<file path="src/rtl/jt10_adpcmb_enc.sv">
// ADPCM-B encoder and memory writer: quantises 16-bit PCM to 4-bit ADPCM-B nibbles,
// packs two per byte and writes them between astart and aend.
module jt10_adpcmb_enc #(
  parameter int STEP_MIN = 127,
  parameter int STEP_MAX = 24576
) (
  input  logic        clk,
  input  logic        rst,
  input  logic        on,
  input  logic        arepeat,
  input  logic [15:0] astart,
  input  logic [15:0] aend,
  input  logic [15:0] pcm_in,
  input  logic        pcm_valid,
  output logic        pcm_ready,
  output logic [23:0] addr,
  output logic [7:0]  dout,
  output logic        we,
  input  logic        wok,
  output logic        flag,
  input  logic        clr_flag,
  output logic        busy
);

  typedef enum logic [3:0] {
    ST_IDLE = 4'd0, ST_WAIT = 4'd1, ST_DIFF = 4'd2, ST_Q2 = 4'd3, ST_Q1 = 4'd4,
    ST_Q0 = 4'd5, ST_UPD = 4'd6, ST_WR = 4'd7, ST_DONE = 4'd8
  } state_t;

  localparam logic [15:0] STEP_LO = 16'(STEP_MIN);
  localparam logic [15:0] STEP_HI = 16'(STEP_MAX);

  function automatic logic [7:0] step_mul(input logic [2:0] m);
    case (m)
      3'd4:    step_mul = 8'd77;
      3'd5:    step_mul = 8'd102;
      3'd6:    step_mul = 8'd128;
      3'd7:    step_mul = 8'd153;
      default: step_mul = 8'd57;
    endcase
  endfunction

  state_t      state_r, state_nx;
  logic        on_d_r;
  logic [15:0] sample_r, sample_nx;
  logic [15:0] x_r, x_nx;
  logic [15:0] step_r, step_nx;
  logic [16:0] mag_r, mag_nx;
  logic        sign_r, sign_nx, b2_r, b2_nx, b1_r, b1_nx, b0_r, b0_nx;
  logic        phase_r, phase_nx;
  logic [23:0] addr_r, addr_nx;
  logic [7:0]  dout_r, dout_nx;
  logic        we_r, we_nx, flag_r, flag_nx, ready_r, ready_nx, busy_r, busy_nx;
  logic        flag_set_s;

  logic signed [16:0] diff_s;
  logic [16:0] abs_s;
  logic [2:0]  m_s;
  logic [3:0]  nibble_s;
  logic [16:0] delta_s;
  logic [17:0] x_sum_s;
  logic [15:0] x_upd_s;
  logic [15:0] step_raw_s;
  logic [15:0] step_upd_s;
  logic [23:0] last_addr_s;

  assign diff_s      = $signed({sample_r[15], sample_r}) - $signed({x_r[15], x_r});
  assign abs_s       = diff_s[16] ? -diff_s : diff_s;
  assign m_s         = {b2_r, b1_r, b0_r};
  assign nibble_s    = {sign_r, m_s};
  assign delta_s     = 17'(({16'd0, m_s, 1'b1} * {4'd0, step_r}) >> 3);
  assign x_sum_s     = sign_r ? ({{2{x_r[15]}}, x_r} - {1'b0, delta_s})
                              : ({{2{x_r[15]}}, x_r} + {1'b0, delta_s});
  assign step_raw_s  = 16'(({16'd0, step_mul(m_s)} * {8'd0, step_r}) >> 6);
  assign last_addr_s = {aend, 8'hFF};

  // Predictor saturation and step clamping for the UPD cycle
  always_comb begin
    if (!x_sum_s[17] && (x_sum_s[16] || x_sum_s[15])) begin
      x_upd_s = 16'h7FFF;
    end else if (x_sum_s[17] && !(x_sum_s[16] && x_sum_s[15])) begin
      x_upd_s = 16'h8000;
    end else begin
      x_upd_s = x_sum_s[15:0];
    end
    if (step_raw_s < STEP_LO) begin
      step_upd_s = STEP_LO;
    end else if (step_raw_s > STEP_HI) begin
      step_upd_s = STEP_HI;
    end else begin
      step_upd_s = step_raw_s;
    end
  end

  // Next-state and next-output logic; on low / on rising edge override the sequence
  always_comb begin
    state_nx   = state_r;
    sample_nx  = sample_r;
    x_nx       = x_r;
    step_nx    = step_r;
    mag_nx     = mag_r;
    sign_nx    = sign_r;
    b2_nx      = b2_r;
    b1_nx      = b1_r;
    b0_nx      = b0_r;
    phase_nx   = phase_r;
    addr_nx    = addr_r;
    dout_nx    = dout_r;
    flag_set_s = 1'b0;
    case (state_r)
      ST_WAIT: begin
        if (pcm_valid && ready_r) begin
          sample_nx = pcm_in;
          state_nx  = ST_DIFF;
        end else begin
          state_nx  = ST_WAIT;
        end
      end
      ST_DIFF: begin
        sign_nx  = diff_s[16];
        mag_nx   = abs_s;
        state_nx = ST_Q2;
      end
      ST_Q2: begin
        b2_nx = (mag_r >= {1'b0, step_r});
        if (mag_r >= {1'b0, step_r}) begin
          mag_nx = mag_r - {1'b0, step_r};
        end else begin
          mag_nx = mag_r;
        end
        state_nx = ST_Q1;
      end
      ST_Q1: begin
        b1_nx = (mag_r >= {2'b00, step_r[15:1]});
        if (mag_r >= {2'b00, step_r[15:1]}) begin
          mag_nx = mag_r - {2'b00, step_r[15:1]};
        end else begin
          mag_nx = mag_r;
        end
        state_nx = ST_Q0;
      end
      ST_Q0: begin
        b0_nx    = (mag_r >= {3'b000, step_r[15:2]});
        state_nx = ST_UPD;
      end
      ST_UPD: begin
        x_nx     = x_upd_s;
        step_nx  = step_upd_s;
        phase_nx = ~phase_r;
        if (phase_r) begin
          dout_nx  = {nibble_s, dout_r[3:0]};
          state_nx = ST_WAIT;
        end else begin
          dout_nx  = {dout_r[7:4], nibble_s};
          state_nx = ST_WR;
        end
      end
      ST_WR: begin
        if (wok) begin
          if (addr_r == last_addr_s) begin
            flag_set_s = 1'b1;
            if (arepeat) begin
              addr_nx  = {astart, 8'h00};
              state_nx = ST_WAIT;
            end else begin
              state_nx = ST_DONE;
            end
          end else begin
            addr_nx  = addr_r + 24'd1;
            state_nx = ST_WAIT;
          end
        end else begin
          state_nx = ST_WR;
        end
      end
      ST_IDLE: state_nx = ST_IDLE;
      ST_DONE: state_nx = ST_DONE;
      default: state_nx = ST_IDLE;
    endcase
    if (!on) begin
      state_nx   = ST_IDLE;
      flag_set_s = 1'b0;
    end else if (!on_d_r) begin
      state_nx   = ST_WAIT;
      addr_nx    = {astart, 8'h00};
      x_nx       = 16'h0000;
      step_nx    = STEP_LO;
      phase_nx   = 1'b1;
      flag_set_s = 1'b0;
    end else begin
      state_nx   = state_nx;
    end
    if (flag_set_s) begin
      flag_nx = 1'b1;
    end else if (clr_flag) begin
      flag_nx = 1'b0;
    end else begin
      flag_nx = flag_r;
    end
    ready_nx = (state_nx == ST_WAIT);
    we_nx    = (state_nx == ST_WR);
    busy_nx  = (state_nx != ST_IDLE) && (state_nx != ST_DONE);
  end

  // State and output registers
  always_ff @(posedge clk) begin
    if (rst) begin
      state_r  <= ST_IDLE;
      on_d_r   <= 1'b0;
      sample_r <= 16'h0000;
      x_r      <= 16'h0000;
      step_r   <= STEP_LO;
      mag_r    <= 17'd0;
      sign_r   <= 1'b0;
      b2_r     <= 1'b0;
      b1_r     <= 1'b0;
      b0_r     <= 1'b0;
      phase_r  <= 1'b1;
      addr_r   <= 24'd0;
      dout_r   <= 8'd0;
      we_r     <= 1'b0;
      flag_r   <= 1'b0;
      ready_r  <= 1'b0;
      busy_r   <= 1'b0;
    end else begin
      state_r  <= state_nx;
      on_d_r   <= on;
      sample_r <= sample_nx;
      x_r      <= x_nx;
      step_r   <= step_nx;
      mag_r    <= mag_nx;
      sign_r   <= sign_nx;
      b2_r     <= b2_nx;
      b1_r     <= b1_nx;
      b0_r     <= b0_nx;
      phase_r  <= phase_nx;
      addr_r   <= addr_nx;
      dout_r   <= dout_nx;
      we_r     <= we_nx;
      flag_r   <= flag_nx;
      ready_r  <= ready_nx;
      busy_r   <= busy_nx;
    end
  end

  assign pcm_ready = ready_r;
  assign addr      = addr_r;
  assign dout      = dout_r;
  assign we        = we_r;
  assign flag      = flag_r;
  assign busy      = busy_r;

endmodule

</file>
<file path="config.mk">
export PLATFORM = sky130hd
export DESIGN_NAME = jt10_adpcmb_enc
export DESIGN_NICKNAME = d
export VERILOG_FILES = /design/src/rtl/jt10_adpcmb_enc.sv
export SDC_FILE = /design/constraint.sdc
export NUM_CORES = 1
export LEC_CHECK = 0
export ABC_AREA = 1
export BUFFER_PORTS_ARGS = -buffer_cell sky130_fd_sc_hd__buf_4
export CELL_PAD_IN_SITES_DETAIL_PLACEMENT = 0
export CELL_PAD_IN_SITES_GLOBAL_PLACEMENT = 1
export CORE_ASPECT_RATIO = 1.75
export CORE_MARGIN = 2
export CORE_UTILIZATION = 50
export CTS_BUF_LIST = sky130_fd_sc_hd__clkbuf_4
export DETAILED_ROUTE_END_ITERATION = 8
export PLACE_DENSITY_LB_ADDON = 0.1
export SLEW_MARGIN = 20
export SYNTH_ARGS = -nofsm -noshare
export SYNTH_HDL_FRONTEND = slang
export SYNTH_SLANG_ARGS = --single-unit
</file>
<file path="constraint.sdc">
create_clock -name clk -period 8.83 [get_ports clk]
set_input_delay 1.766 -clock clk [delete_from_list [all_inputs] [get_ports clk]]
set_output_delay 1.766 -clock clk [all_outputs]
set_load 0.03 [all_outputs]
</file>
; Yosys cells after proc, flatten, opt, wreduce, memory -nomap -nowiden
; Index checks and enable logic that the tools add are counted.
[totals]
word_cells = 106
ff_bits = 111
out_inout_bits = 36
[classes]
add_sub_neg = 7
n_lt_le_gt_ge = 5
n_eq_ne = 18
bitwise_logic = 1
n_reduce_logical = 15
n_mul = 2
mux = 40
[ops]
columns = operator, n
row1 = $mux 16, 10
row2 = $mux 24, 6
row3 = $mux 17, 3
row4 = $pmux 17 s3, 1
row5 = $pmux 4 s8, 1
row6 = $pmux 8 s4, 1
row7 = $add 24x1->24 const B, 1
row8 = $eq 24x24->1, 1
row9 = $mul 8x16->22, 1
row10 = $eq 4x3->1 const B, 5
row11 = $mul 4x16->20, 1
row12 = $mux 4, 5
row13 = $add 18x17->18, 1
row14 = $mux 18, 1
row15 = $sub 18x17->18, 1
row16 = $ge 17x14->1, 1
row17 = $ge 17x15->1, 1
row18 = $ge 17x16->1, 1
row19 = $neg 17->17, 1
row20 = $sub 16x16->17, 1
row21 = $sub 17x15->17, 1
row22 = $sub 17x16->17, 1
row23 = $gt 16x15->1 const B, 1
row24 = $lt 16x7->1 const B, 1
row25 = other kinds (18), 40

; Longest topological paths before layout
; Gate-level depths: netlist (run 1).
[logic_depth]
word_depth = 11
depth_mapped = 37
ltp_nobuf = 34

; Least setup slack after synthesis (run 1)
; OpenSTA, ideal clock, no wires.
[synth_path]
kind = reg-to-reg
from = reg b2_r
to = reg step_r[2]
t_required_ns = 8.771
path_stages_with_launch = 32
path_buffers = 3
slack_ns = 2.896
arrival_ns = 5.875
setup_time_ns = 0.059
cell_sequence = dfxtp_1 > clkbuf_1 > inv_1 > nor2_1 > inv_1 > a21oi_1 > clkbuf_1 > nor2_1 > fa_1 > inv_1 > fa_1 > inv_1 > fa_1 > inv_1 > fa_1 > inv_1 > ha_1 > a21oi_1 > nand2_1 > a21boi_0 > o21bai_1 > a21oi_1 > or2_2 > nand3_1 > nor2_1 > nand2_1 > nand2_1 > buf_2 > nand3_1 > nand2_1 > nand2_1 > nand2_1
[synth_between]
elab_chain_len = 9
[synth_rtl]
columns = item, line
row1 = start: declaration, 49  ; logic sign_r, sign_nx, b2_r, b2_nx, b1_r, b1_nx, b0_r, b0_nx;
row2 = start signal: assignment, 233  ; b2_r <= b2_nx;
row3 = $eq 3x3->1, 34  ; case (m)
row4 = $pmux 8 s4 *, 34
row5 = $mul 8x16->22 *, 74  ; assign step_raw_s = 16'(({16'd0, step_mul(m_s)} * {8'd0, step_r}) >> 6);
row6 = $gt 16x15->1, 88  ; end else if (step_raw_s > STEP_HI) begin
row7 = $mux 16, 88
row8 = $mux 16 *, 86  ; if (step_raw_s < STEP_LO) begin
row9 = $mux 16 *, 110  ; case (state_r)
row10 = $mux 16, 183  ; end else if (!on_d_r) begin
row11 = $mux 16 *, 180  ; if (!on) begin
row12 = end signal: assignment, 230  ; step_r <= step_nx;
row13 = end: declaration, 47  ; logic [15:0] step_r, step_nx;
; Mark *: on every way between the ends. The rest lies on a longest branch, timed or not.
; A chain may end at the register's enable or synchronous reset.

; Worst setup path in the final report (run 1)
[layout_path]
from = reg b2_r
to = reg step_r[6]
; The elaborated chain is that of the path after synthesis.

==> results_dict.tcl, run 1 <==
set metrics [dict create \
    rsz0062_at_grt "no" \
    ff2ff_setup_slack_ns 1.97 \
    yosysWarnings 0 \
    post-place-ws_ns 2.14 \
    num_vias 15930 \
    die_x_um 138 \
    dr.pass1.iters 5 \
    dr.first_iter.drc_count 758 \
    hp-start "sample_r[14]" \
    wl_mm 56.1 \
    synth_cells 2430 \
    place_area_um2 16800 \
    fin_ws_ns 1.97 \
    post-route-util 0.543 \
    cp-start-kind "register" \
    core_um2 31300 \
    total_power_uw 999 \
    ff2ff_path_depth 27 \
    clk_pin_slew_ns 0.22 \
    slew_violations 0 \
    fmax_mhz 146 \
    fin_area_um2 17000 \
    ctsHoldBuffers 0 \
    crit_type "reg2reg" \
    worst_pin_slew_ns 1.07 \
    power_density_nw_per_um2 58.8 \
    h-tree-depth 3 \
    syn_avg_cell_area_um2 6.50 \
    ys.flop_type "dfxtp_1" \
    clock_skew_ns 0.0316 \
    synth_area_um2 15800 \
    area_growth_pct 7.51 \
    fillers 3258 \
    setup_viol 0 \
    grt_pass1_vias 16158 \
    drive_gt1_frac 0.0747 \
    maxCapViolCount 0 \
    hold_depth 2 \
    routabilityCongestion 1.05 \
    cts_sinks 111 \
    ys_ff_latch 111 \
    hpwl_mm 47.3 \
    cts_buffers 9 \
    cts.repair.resized 0 \
    ir_worst_vdd_uv 77.8 \
    initial_core_util 0.505 \
    path_max_fanout 21 \
    synth-edff-count 0 \
    fin_crit_ns 6.86 \
    post-route-period-util 0.776 \
    io_pins 91 \
    synth_async_sr_flop_share 0 \
    cts_max_path_buffers 2 \
    p_leak_nw 9.13 \
    fp-row-count 86 \
    synthDistinctLibCells 63 \
    grt_max_degree 41 \
    timing.setup.tns_ns 0 \
    clock_latency_ns 0.60 \
    cts_tree "built" \
    ant_nets 0 \
    arrival_ns 7.40 \
    io_buffers 90 \
    die_area_um2 33100 \
    syn_nets 2738 \
    die_y_um 239 \
    drc 0 \
    cp-end-kind "register" \
    clockRootBuffer "clkbuf_4" \
    grt_overflow 0 \
    max-slew-margin-rel 0.288 \
    vias_per_cell 5.51 \
    track_usage 0.339 \
    post_cts_buffers 0 \
    status "completed" \
    hold_violations 0 \
    holdCritPathClass "reg2reg" \
    startpoint "b2_r" \
    routedWlPerCell_um 19.4 \
    ys_seq_area_frac 0.141 \
    grt_pass1_wl_mm 86.2 \
    antenna_found_initial 4 \
    crit_required_ns 9.37 \
    reg2reg_from "b2_r" \
    final_nets 2792 \
]
-- path summary, 6_finish.rpt --
kind	end
max reg2reg	step_r[6]
max	step_r[6]
min reg2reg	sample_r[14]
min	sample_r[14]
-- sequential cells by signal (all words and copies together), names as in the netlist --
name	cells
addr	24
b0_r	1
b1_r	1
b2_r	1
busy	1
dout	8
flag	1
mag_r	17
on_d_r	1
pcm_ready	1
phase_r	1
sample_r	16
sign_r	1
state_r	4
step_r	16
we	1
x_r	16
-- worst max-delay path: stages, from the launching register on --
cell and delay (ns):
dfxtp_1 0.36, buf_4 0.25, inv_1 0.07, buf_4 0.21
nor2_1 0.12, buf_4 0.21, inv_1 0.13, a21oi_1 0.14
buf_4 0.24, nor2_1 0.15, fa_1 0.48, fa_1 0.60
fa_1 0.53, inv_1 0.06, fa_1 0.55, inv_1 0.05
ha_1 0.35, nand2_1 0.15, o211ai_1 0.50, nand2_1 0.13
nand2_1 0.16, a21oi_1 0.12, xnor2_2 0.58, nor3b_1 0.25
nand2_1 0.19, nand2_1 0.10, nand2_1 0.05, nand2_1 0.06
-- Yosys cell counts (all sizes together), types with 2 or more instances --
cell type  number  area share
nor4            5      0.0024
a211oi          4      0.0019
nand2         540        0.13
o21ai         136       0.043
o21a            4      0.0019
dfxtp         111        0.14
a21o            5      0.0024
and2            5      0.0020
fa            114        0.14
xnor2          33       0.019
inv           451        0.11
buf            13      0.0050
nor3           32       0.011
or2            14      0.0055
a32oi           2      0.0011
a31oi          10      0.0040
nand4          41       0.017
xor2           56       0.032
o22ai           2     0.00079
clkbuf         50       0.012
ha            139        0.11
nor3b           6      0.0032
nand3b         10      0.0047
o21bai         11      0.0052
a21boi          2     0.00095
a21oi         213       0.070
a22oi           3      0.0014
nor2          256       0.063
o31ai           5      0.0024
o211ai          9      0.0043
nand3         133       0.044
mux2i           4      0.0025
-- report_power, final --
| part | switching [mW] | internal, mW |
|---|---|---|
| combinational | 0.113 | 0.0672 |
| sequential | 0.0129 | 0.509 |
| clock | 0.230 | 0.0665 |
-- cell families (layout without fill, tap and decap cells) --
| kind of cell | count (synthesis) | in the layout | share of synthesized area |
|---|---|---|---|
| adders and majority gates | 253 | 253 | 0.254 |
| xor gates and xnor gates | 89 | 89 | 0.0503 |
| DFF | 111 | 111 | 0.141 |
| muxes | 4 | 4 | 0.00253 |
| buffers and inverters | 514 | 573 | 0.124 |
| other | 0 | 5 | 0 |
| AOI/OAI and AO/OA | 414 | 414 | 0.144 |
| and+or+nand+nor | 1045 | 1045 | 0.284 |
-- layout by cell type, fill, tap and decap left out, types with 3 or more instances in the layout --
master    instances
o21ai_0         135
nor3_2            3
o211ai_1          9
a21o_1            5
fa_1            114
nor4_1            4
ha_1            139
buf_4           106
xor2_1           55
nor3b_1           5
o31ai_1           5
and2_1            5
xnor2_1          32
mux2i_1           4
a21oi_2          10
inv_1           446
inv_2             4
nand3_2           5
nor2_2            8
nand4_1          40
a21oi_1         203
nand2_4           3
nor2_1          247
dfxtp_1         111
nor3_1           29
nand3b_1         10
a22oi_1           3
o21a_1            4
a31oi_1          10
nand2_2          10
diode_2           5
nand2_1         527
clkbuf_4          9
o21bai_1         11
nand3_1         128
a211oi_1          4
or2_2            13
-- routing by layer --
metal | wire (µm) | part of all wire | global-route usage
met1 | 18000 | 0.32 | 0.297
met5 | 0 | 0 | 0
met3 | 1960 | 0.035 | 0.0406
met2 | 30400 | 0.54 | 0.669
met4 | 5690 | 0.10 | 0.297
-- per-stage QoR --
step / hold slack, ns / std cells
after global placement: 0.459 / 2869
after detailed placement: 0.463 / 2869
after floorplan: 0.435 / 2430
after global routing: 0.509 / 2890
final: 0.489 / 2890
after CTS: 0.490 / 2885
-- area by class of cell --
cell class                      instances  area [µm²]  area share
Multi-Input combinational cell       1805       11600       0.684
Clock inverter                          7        75.1     0.00442
Timing Repair Buffer                  106         796      0.0468
Clock buffer                            9        67.6     0.00398
Sequential cell                       111        2220       0.131
Inverter                              451        1700      0.0998
Antenna cell                            5        12.5    0.000736
Tap cell                              396         495      0.0292
Note: power is estimated with default switching activity, not from simulation.
==> run 2, diff against run 1 <==
--- a/config.mk
+++ b/config.mk
@@ -11,7 +11,7 @@
 export CELL_PAD_IN_SITES_GLOBAL_PLACEMENT = 1
 export CORE_ASPECT_RATIO = 1.75
 export CORE_MARGIN = 2
-export CORE_UTILIZATION = 50
+export CORE_UTILIZATION = 42
 export CTS_BUF_LIST = sky130_fd_sc_hd__clkbuf_4
 export DETAILED_ROUTE_END_ITERATION = 8
 export PLACE_DENSITY_LB_ADDON = 0.1
==> constraint.sdc (replaced) <==
create_clock -name clk -period 6.1 [get_ports clk]
set_input_delay 1.22 -clock clk [delete_from_list [all_inputs] [get_ports clk]]
set_output_delay 1.22 -clock clk [all_outputs]
set_load 0.03 [all_outputs]
==> results_dict.tcl, run 2 (synthesized netlist as in run 1, its figures left out) <==
set metrics [dict create \
    status "completed" \
    die_area_um2 39300 \
    clk_pin_slew_ns 0.22 \
    crit_required_ns 6.58 \
    seq_area_um2 2230 \
    post-route-util 0.466 \
    drive_gt1_frac 0.0912 \
    grt_pass1_vias 16137 \
    cts_tree "built" \
    cp-end-kind "register" \
    multiInputGateArea_um2 11700 \
    antenna_found_initial 7 \
    clock_latency_ns 0.59 \
    clockRootBuffer "clkbuf_4" \
    slowest_stage "fa_1" \
    routedWlPerCell_um 18.8 \
    dr.first_iter.drc_count 791 \
    grt_max_degree 41 \
    cts_sinks 111 \
    largest_reg_flops 24 \
    h-tree-depth 3 \
    final_cell_mix "nand2_1 (526), inv_1 (446), nor2_1 (247)" \
    post-route-period-util 0.946 \
    holdWs_ns 0.491 \
    critPathTopFamily "adder cells" \
    final_nets 2824 \
    hpwl_mm 48.0 \
    final_common_cell "nand2_1" \
    crit_type "reg2reg" \
    io_buffers 90 \
    max-slew-margin-rel 0.259 \
    holdPathEnd "flag" \
    cp_common_cell "nand2_1" \
    clock_skew_ns 0.0399 \
    maxCapViolCount 0 \
    drc 0 \
    die_x_um 151 \
    num_vias 15875 \
    reg2reg_from "b0_r" \
    total_power_mw 1.45 \
    vias_per_cell 5.28 \
    wl_mm 56.7 \
    hold_violations 0 \
    r2r_end "step_r[3]" \
    initial_core_util 0.423 \
    hold_depth 2 \
    fillers 3999 \
    cp-start-kind "register" \
    p_leak_nw 9.31 \
    cts_buffers 9 \
    fp-row-count 94 \
    fin_crit_ns 5.77 \
    arrival_ns 6.25 \
    grt_pass1_wl_mm 87.0 \
    dr.pass1.iters 6 \
    cts_max_path_buffers 2 \
    fmax_mhz 173 \
    path_max_fanout 15 \
    hp-start "flag" \
    ir_worst_vdd_uv 80.0 \
    grt_overflow 0 \
    routabilityCongestion 0.963 \
    power_density_nw_per_um2 83.2 \
    ff2ff_path_depth 33 \
    io_pins 91 \
    core_um2 37400 \
    holdCritPathClass "reg2reg" \
    path_buf_inv 9 \
    track_usage 0.293 \
    max_stage_delay_ns 0.53 \
    area_growth_pct 10.3 \
    worst_pin_slew_ns 1.11 \
    ant_nets 0 \
    ff2ff_setup_slack_ns 0.33 \
    setup_viol 0 \
    die_y_um 261 \
    slew_violations 0 \
]
run 2: tightest hold or removal path, delay by kind of cell (launching register included):
| kind | cells | cell delay [ns] |
|---|---|---|
| buf+inv | 1 | 0.05 |
| flops | 1 | 0.36 |
| compound gates | 1 | 0.07 |
run 2: layout make-up:
type                            count  share of cell area
Multi-Input combinational cell   1805               0.671
Sequential cell                   111               0.128
Timing Repair Buffer              138              0.0606
Tap cell                          480              0.0344
Clock buffer                        9             0.00388
Inverter                          451              0.0974
Clock inverter                      7             0.00431
Antenna cell                        7             0.00100
run 2: repair_timing:
item / in CTS / in global routing
buffers inserted: 0 / 2
endpoints found under the setup margin: 0 / 29
gates resized for setup: 0 / 21
hold buffers: 0 / 0
run 2: where the power goes:
part	total, mW	leakage, nW	internal (mW)	switching, mW
logic	0.266	8.33	0.0976	0.168
clock network	0.430	0.0784	0.0964	0.333
registers	0.756	0.900	0.737	0.0188
run 2: how the worst max path moves through the flow:
stage / start / end / depth (start not counted)
final: b0_r / step_r[3] / 33
after detailed placement: b0_r / x_r[1] / 27
after global routing: b2_r / x_r[1] / 32
after floorplan: b2_r / step_r[2] / 31
after CTS: b0_r / x_r[1] / 27
after global placement: b2_r / x_r[13] / 27
run 2: per-stage QoR:
step                      area [µm²]  TNS, ns  cells  setup WS, ns
after floorplan                15800        0   2430         0.166
after global placement         17200        0   2983         0.128
after detailed placement       17200        0   2983        0.0606
after CTS                      17300        0   2999       0.00447
after global routing           17400   -0.465   3008       -0.0481
final                          17400        0   3008         0.329
run 2: metal layers:
| layer | wire (µm) | global-route usage | up-vias |
|---|---|---|---|
| met5 | 0 | 0 | - |
| met4 | 3450 | 0.188 | 0 |
| met3 | 1660 | 0.0299 | 151 |
| met2 | 32700 | 0.596 | 373 |
| met1 | 18900 | 0.266 | 7416 |
| li1 | - | - | 7935 |
